`src/rtl/regfile_reader_pkg.sv`:
```
// Shared types for the register-file sweep reader.
package regfile_reader_pkg;

    typedef enum logic [1:0] {
        IDLE,
        FETCH,
        SEND,
        DONE
    } state_t;

endpackage

```
`src/rtl/regfile_reader_if.sv`:
```
// Control, register-file read ports and valid/ready output stream of the sweep reader.
interface regfile_reader_if #(
    parameter int N = 5,
    parameter int W = 8
);

    logic         start;
    logic [N-1:0] base;
    logic [N:0]   count;
    logic [N-1:0] addr_rs1;
    logic [N-1:0] addr_rs2;
    logic [W-1:0] rs1;
    logic [W-1:0] rs2;
    logic         out_valid;
    logic         out_ready;
    logic [N-1:0] out_addr;
    logic [W-1:0] out_data;
    logic         busy;
    logic         done;
    logic [W-1:0] checksum;

    modport master (
        input  start, base, count, rs1, rs2, out_ready,
        output addr_rs1, addr_rs2, out_valid, out_addr, out_data, busy, done, checksum
    );

    modport slave (
        output start, base, count, rs1, rs2, out_ready,
        input  addr_rs1, addr_rs2, out_valid, out_addr, out_data, busy, done, checksum
    );

endinterface

```
`src/rtl/regfile_pair_buf.sv`:
```
// Two-entry {addr, data} holding buffer, loaded in one cycle and drained head-first.
// Head is registered; pop shifts slot 1 into the head.
module regfile_pair_buf #(
    parameter int N = 5,
    parameter int W = 8
) (
    input  logic         clk,
    input  logic         rst,
    input  logic         load1,
    input  logic         load2,
    input  logic [N-1:0] addr1,
    input  logic [W-1:0] data1,
    input  logic [N-1:0] addr2,
    input  logic [W-1:0] data2,
    input  logic         pop,
    output logic [N-1:0] head_addr,
    output logic [W-1:0] head_data,
    output logic         empty,
    output logic         last
);

    logic [N-1:0] a0, a1;
    logic [W-1:0] d0, d1;
    logic         v0, v1;

    always_ff @(posedge clk) begin
        if (!rst) begin
            a0 <= '0;
            a1 <= '0;
            d0 <= '0;
            d1 <= '0;
            v0 <= 1'b0;
            v1 <= 1'b0;
        end else if (load1) begin
            a0 <= addr1;
            d0 <= data1;
            v0 <= 1'b1;
            v1 <= load2;
            if (load2) begin
                a1 <= addr2;
                d1 <= data2;
            end
        end else if (pop) begin
            if (v1) begin
                a0 <= a1;
                d0 <= d1;
                v1 <= 1'b0;
            end else begin
                v0 <= 1'b0;
            end
        end
    end

    assign head_addr = a0;
    assign head_data = d0;
    assign empty     = ~v0;
    assign last      = v0 & ~v1;

endmodule

```
`src/rtl/regfile_reader.sv`:
```
// Sweeps a wrap-around register range two reads per fetch and streams (addr, data) words with a checksum.
// First word two cycles after start; output held stable while out_ready is low.
module regfile_reader
    import regfile_reader_pkg::*;
#(
    parameter int N = 5,
    parameter int W = 8
) (
    input  logic             clk,
    input  logic             rst,
    regfile_reader_if.master bus
);

    localparam int         REGS     = 2**N;
    localparam logic [N:0] REGS_CNT = (N+1)'(REGS);

    state_t       state;
    logic [N-1:0] cur;
    logic [N-1:0] addr1, addr2;
    logic [N:0]   remaining;
    logic [N:0]   cnt_sat;
    logic [W-1:0] csum;
    logic         valid, busy_q, done_q;
    logic         fetch_two, load1, load2, xfer;
    logic         buf_empty, buf_last;
    logic [N-1:0] head_addr;
    logic [W-1:0] head_data;

    assign cnt_sat   = (bus.count > REGS_CNT) ? REGS_CNT : bus.count;
    assign fetch_two = remaining >= (N+1)'(2);
    assign load1     = (state == FETCH);
    assign load2     = load1 & fetch_two;
    assign xfer      = valid & bus.out_ready & ~buf_empty;

    regfile_pair_buf #(.N(N), .W(W)) u_buf (
        .clk       (clk),
        .rst       (rst),
        .load1     (load1),
        .load2     (load2),
        .addr1     (addr1),
        .data1     (bus.rs1),
        .addr2     (addr2),
        .data2     (bus.rs2),
        .pop       (xfer),
        .head_addr (head_addr),
        .head_data (head_data),
        .empty     (buf_empty),
        .last      (buf_last)
    );

    // Read addresses are registered one cycle ahead so they are valid throughout FETCH.
    always_ff @(posedge clk) begin
        if (!rst) begin
            state     <= IDLE;
            cur       <= '0;
            remaining <= '0;
            csum      <= '0;
            valid     <= 1'b0;
            busy_q    <= 1'b0;
            done_q    <= 1'b0;
            addr1     <= '0;
            addr2     <= '0;
        end else begin
            done_q <= 1'b0;
            case (state)
                IDLE: begin
                    if (bus.start) begin
                        csum <= '0;
                        if (cnt_sat != '0) begin
                            cur       <= bus.base;
                            remaining <= cnt_sat;
                            addr1     <= bus.base;
                            addr2     <= bus.base + N'(1);
                            busy_q    <= 1'b1;
                            state     <= FETCH;
                        end else begin
                            done_q <= 1'b1;
                        end
                    end
                end
                FETCH: begin
                    if (fetch_two) begin
                        cur       <= cur + N'(2);
                        remaining <= remaining - (N+1)'(2);
                    end else begin
                        cur       <= cur + N'(1);
                        remaining <= remaining - (N+1)'(1);
                    end
                    valid <= 1'b1;
                    state <= SEND;
                end
                SEND: begin
                    if (xfer) begin
                        csum <= csum + head_data;
                        if (buf_last) begin
                            valid <= 1'b0;
                            if (remaining != '0) begin
                                addr1 <= cur;
                                addr2 <= cur + N'(1);
                                state <= FETCH;
                            end else begin
                                busy_q <= 1'b0;
                                done_q <= 1'b1;
                                state  <= DONE;
                            end
                        end
                    end
                end
                DONE: state <= IDLE;
                default: state <= IDLE;
            endcase
        end
    end

    assign bus.addr_rs1  = addr1;
    assign bus.addr_rs2  = addr2;
    assign bus.out_valid = valid;
    assign bus.out_addr  = head_addr;
    assign bus.out_data  = head_data;
    assign bus.busy      = busy_q;
    assign bus.done      = done_q;
    assign bus.checksum  = csum;

endmodule

```
`src/flat_wrapper.sv`:
```
// flat-port wrapper written by rule: the top's interface ports become plain ports
module regfile_reader_flat import regfile_reader_pkg::*;
#(
    parameter int N = 5,
    parameter int W = 8
)
  (clk, rst, bus_start, bus_base, bus_count, bus_rs1, bus_rs2, bus_out_ready, bus_addr_rs1, bus_addr_rs2, bus_out_valid, bus_out_addr, bus_out_data, bus_busy, bus_done, bus_checksum);
  regfile_reader_if #(.N(N), .W(W)) bus_i ();
  input  logic clk;
  input  logic rst;
  input wire logic [$bits(bus_i.start)-1:0] bus_start;
  input wire logic [$bits(bus_i.base)-1:0] bus_base;
  input wire logic [$bits(bus_i.count)-1:0] bus_count;
  input wire logic [$bits(bus_i.rs1)-1:0] bus_rs1;
  input wire logic [$bits(bus_i.rs2)-1:0] bus_rs2;
  input wire logic [$bits(bus_i.out_ready)-1:0] bus_out_ready;
  output wire logic [$bits(bus_i.addr_rs1)-1:0] bus_addr_rs1;
  output wire logic [$bits(bus_i.addr_rs2)-1:0] bus_addr_rs2;
  output wire logic [$bits(bus_i.out_valid)-1:0] bus_out_valid;
  output wire logic [$bits(bus_i.out_addr)-1:0] bus_out_addr;
  output wire logic [$bits(bus_i.out_data)-1:0] bus_out_data;
  output wire logic [$bits(bus_i.busy)-1:0] bus_busy;
  output wire logic [$bits(bus_i.done)-1:0] bus_done;
  output wire logic [$bits(bus_i.checksum)-1:0] bus_checksum;
  assign bus_i.start = bus_start;
  assign bus_i.base = bus_base;
  assign bus_i.count = bus_count;
  assign bus_i.rs1 = bus_rs1;
  assign bus_i.rs2 = bus_rs2;
  assign bus_i.out_ready = bus_out_ready;
  assign bus_addr_rs1 = bus_i.addr_rs1;
  assign bus_addr_rs2 = bus_i.addr_rs2;
  assign bus_out_valid = bus_i.out_valid;
  assign bus_out_addr = bus_i.out_addr;
  assign bus_out_data = bus_i.out_data;
  assign bus_busy = bus_i.busy;
  assign bus_done = bus_i.done;
  assign bus_checksum = bus_i.checksum;
  regfile_reader #(.N(N), .W(W)) u_core (.clk(clk), .rst(rst), .bus(bus_i));
endmodule
```
`config.mk`:
```
export PLATFORM = sky130hd
export DESIGN_NAME = regfile_reader_flat
export DESIGN_NICKNAME = d
export VERILOG_FILES = /design/src/rtl/regfile_reader_pkg.sv /design/src/rtl/regfile_reader_if.sv /design/src/rtl/regfile_pair_buf.sv /design/src/rtl/regfile_reader.sv /design/src/flat_wrapper.sv
export SDC_FILE = /design/constraint.sdc
export NUM_CORES = 1
export LEC_CHECK = 0
export ABC_AREA = 1
export ABC_CLOCK_PERIOD_IN_PS = 1800
export BUFFER_PORTS_ARGS = -buffer_cell sky130_fd_sc_hd__buf_4
export CAP_MARGIN = 20
export CORE_MARGIN = 2
export CORE_UTILIZATION = 56
export DETAILED_ROUTE_END_ITERATION = 6
export GPL_ROUTABILITY_DRIVEN = 0
export PLACE_DENSITY_LB_ADDON = 0.25
export SLEW_MARGIN = 0
export SYNTH_ARGS = -nofsm -noshare
export SYNTH_HDL_FRONTEND = slang
export SYNTH_HIERARCHICAL = 1
export SYNTH_SLANG_ARGS = --single-unit
```
`constraint.sdc`:
```
create_clock -name clk -period 1.8 [get_ports clk]
set_input_delay 0.09 -clock clk [delete_from_list [all_inputs] [get_ports clk]]
set_output_delay 0.09 -clock clk [all_outputs]
set_load 0.1 [all_outputs]
```
==> run_results.csv <==
group,metric,value,unit
power_and_ir_drop,p_comb_share,50.7,%
critical_path,cp_cell_sequence,"inv_2 > ha_1 > nor2_1 > inv_1 > nor2_2 > inv_2 > nand2_2 > inv_2 > nand2_4 > clkinvlp_4 > nor2_1 > nor2_1",
synth,synth.top_cells.by_count,"155 x nand2_1, 91 x nor2_1, 62 x dfxtp_1",
power_and_ir_drop,powerDensity,1390,nW/um^2
synth,yosysSeqAreaShare,34.6,%
placed_design,postPlaceCellArea,4200,sq um
hold_path,hold_depth,3,
clock_tree,clk_path_buf_depth,2,
synth,ys_seq_elements,62,
synth,synthTopCellsByArea,"dfxtp_1 35%, nand2_1 16%, nor2_1 9.5%",
grt,grt_pass1_vias,3492,
finish,drive_above_1_share,24.1,%
critical_path,worst_r2r_path_depth,12,
clock_tree,clkSlewWorstSetupHoldPaths,70,ps
grt,antenna_found_initial,0,
clock_tree,clock_sinks,62,
clock_tree,clkLatencyLatePin,340,ps
critical_path,required,2030,ps
critical_path,cp_slowest_stage_delay,340,ps
power_and_ir_drop,switching_share,48.9,%
floorplan,die_w,84.0,um
synth,synth_top_area_share,34.6,%
grt,grt.busiest_layer,"met2",
critical_path,end_kind,"flip-flop",
timing,layout_min_cycle_time,1680,ps
synth,syn_inst,544,
critical_path,path_class,"flip-flop to flip-flop",
floorplan,dieArea,7060,sq um
placed_design,portBuffers,64,
power_and_ir_drop,leakage,2.22,nW
critical_path,cp_num_buf_inv,5,
timing,relSlewSlack,58.5,%
synth,synth_most_common_cell,"nand2_1",
drt,wl_per_cell,13.1,um
synth,syn_nets,591,
clock_tree,cts_buffers,9,
hold_path,hp-class,"primary input to flip-flop",
grt,use_met2,46.3,%
synth,synth_edf_count,0,
drt,vias,3735,
finish,instances_no_fill,704,
timing,max_freq,596,MHz
clock_tree,htreeDepth,3,
finish,n_antenna_cell,0,
critical_path,slowest_stage,"dfxtp_2",
placed_design,placed_cells,685,
finish,nets,669,
timing,skew,7.72,ps
critical_path,arrival,1900,ps
synth,yosys_most_used_dff,"dfxtp_1",
drt,drt_iter0_drc,194,
grt,grt_max_degree,44,
power_and_ir_drop,p_int,3.16,mW
floorplan,core,6280,sq um
grt,grt_usage,26.5,%
timing,fin_setup_tns,0,ps
synth,yosysWarnings,6,
finish,design_area,4450,sq um
clock_tree,cts-root-buf,"clkbuf_8",
synth,synth.cell_area,3580,sq um
timing,setup_slack,122,ps
power_and_ir_drop,p_clk_share,18.9,%
power_and_ir_drop,peakVddDrop,0.936,mV
outcome,status,"finished, final reports clean",
finish,area_delta_synth_final,24.1,%
drt,detail-route-antenna-nets,0,
floorplan,num_rows,29,
synth,yosysUniqueCellTypes,37,
flow_run,maxCapViolCount,0,
critical_path,cp_top_family,"simple AND/OR/NAND/NOR gates",
floorplan,die_y,84.0,um
drt,drc_errors,0,
synth,async_flop_share,0,%
critical_path,critical_path.startpoint_type,"flip-flop",
drt,wirelength,9230,um
critical_path,rrSetupSlack,120,ps
synth,synth.avg_cell_area,6.59,sq um
floorplan,io_pins,65,
timing,min_period_over_period,93.2,%
grt,met3_usage,3.96,%
drt,vias_per_cell,5.31,
floorplan,initial_core_util,57.1,%
grt,grt_util_met1,32.1,%
placed_design,place_ws,59.6,ps
synth,netlist.top_cell.by_area,"dfxtp_1",
timing,report.final.slew_viol_count,0,
power_and_ir_drop,switching_power,3.03,mW
critical_path,path_max_fanout,7,
timing,hold_viol_final,0,
timing,worstMarginPinSlew,618,ps
clock_tree,cts_tree,"yes",
power_and_ir_drop,pwr-share-seq,30.4,%
placed_design,place_hpwl,6620,um
grt,grt_pass1_wl,15200,um
timing,setup_violations,0,
critical_path,crit_cells,12,
drt,dr.pass1.iters,5,
grt,overflow,0,
[worst min-delay path: cells and delay by family]
family | cells | cell delay, ps
AOI/OAI and AO/OA | 1 | 70
and+or+nand+nor | 1 | 70
buffers and inverters | 1 | 80
[final timing paths]
path / from / to
setup / recovery: u_core/remaining[0]$_SDFFE_PN0P_ / u_core/u_buf/d1[1]$_SDFFE_PN0P_
hold / removal: bus_rs2[6] / u_core/u_buf/d1[6]$_SDFFE_PN0P_
setup reg to reg: u_core/remaining[0]$_SDFFE_PN0P_ / u_core/u_buf/d1[1]$_SDFFE_PN0P_
hold reg to reg: u_core/u_buf/a1[1]$_SDFFE_PN0P_ / u_core/u_buf/a1[1]$_SDFFE_PN0P_
[stage by stage]
| stage | total power, mW | hold slack (ps) | utilization, % |
|---|---|---|---|
| 5_1_grt | 6.55 | 3.48 | 70.8 |
| 2_1_floorplan | 4.22 | 221 | - |
| 4_1_cts | 6.10 | 1.13 | 69.7 |
| 6_report | 6.18 | 10.2 | 70.8 |
| 3_5_place_dp | 4.92 | 353 | 66.9 |
| 3_3_place_gp | 4.85 | 352 | 66.9 |
[power by group through the flow]
stage / combinational [mW] / sequential, mW / clock, mW
after CTS: 3.05 / 1.87 / 1.19
after global routing: 3.39 / 1.91 / 1.25
after detailed placement: 3.02 / 1.90 / 0
after global placement: 2.97 / 1.89 / 0
final: 3.13 / 1.88 / 1.17
after floorplan: 1.40 / 2.81 / 0
[per-layer routing]
| metal | routed length, um | vias to the layer above |
|---|---|---|
| met5 | 0 | - |
| met4 | 138 | 0 |
| met3 | 475 | 12 |
| met2 | 4600 | 122 |
| met1 | 4010 | 1705 |
| li1 | - | 1896 |
[layout make-up]
type,count,area [sq um]
Multi-Input combinational cell,411,2070
Fill cell,530,1830
Sequential cell,62,1260
Timing Repair Buffer,81,608
Inverter,56,216
Clock buffer,11,131
Tap cell,77,96.3
Clock inverter,5,50.0
Timing Repair inverter,1,7.51
[flip-flops by register name, summed over array words and instances, names as in the netlist]
name	count
u_core/bus.addr_rs2	5
u_core/u_buf/head_addr	5
u_core/u_buf/head_data	8
u_core/cur	5
u_core/u_buf/v0	1
u_core/bus.checksum	8
u_core/bus.done	1
u_core/u_buf/v1	1
u_core/bus.addr_rs1	5
u_core/bus.out_valid	1
u_core/bus.busy	1
u_core/u_buf/a1	5
u_core/remaining	6
u_core/state	2
u_core/u_buf/d1	8
[cells by family after synthesis]
kind of cell	Yosys count	synth area share, %
AND/OR/NAND/NOR	300	35.7
AO/OA/AOI/OAI	85	12.8
buffers and inverters	72	8.87
flip-flops	62	34.6
adder cells (fa/ha/maj)	16	5.80
XOR/XNOR	9	2.20
[what timing repair did]
action,in CTS,in global routing
setup buffers,0,1
resized for setup,0,22
setup endpoints to repair,0,27
hold buffers,0,0
[layout by cell type, fill, tap and decap left out, drive strengths merged, types with 2 or more instances in the layout]
cell	instances
nand3	30
dfxtp	62
clkbuf	11
clkinvlp	2
xor2	5
nand3b	5
nor3	5
nand4	6
clkinv	5
inv	54
buf	81
ha	15
a21oi	33
nand2	158
o21a	2
nor2	97
xnor2	4
o21bai	2
o21ai	45
Power figures use the tool's default switching activity.
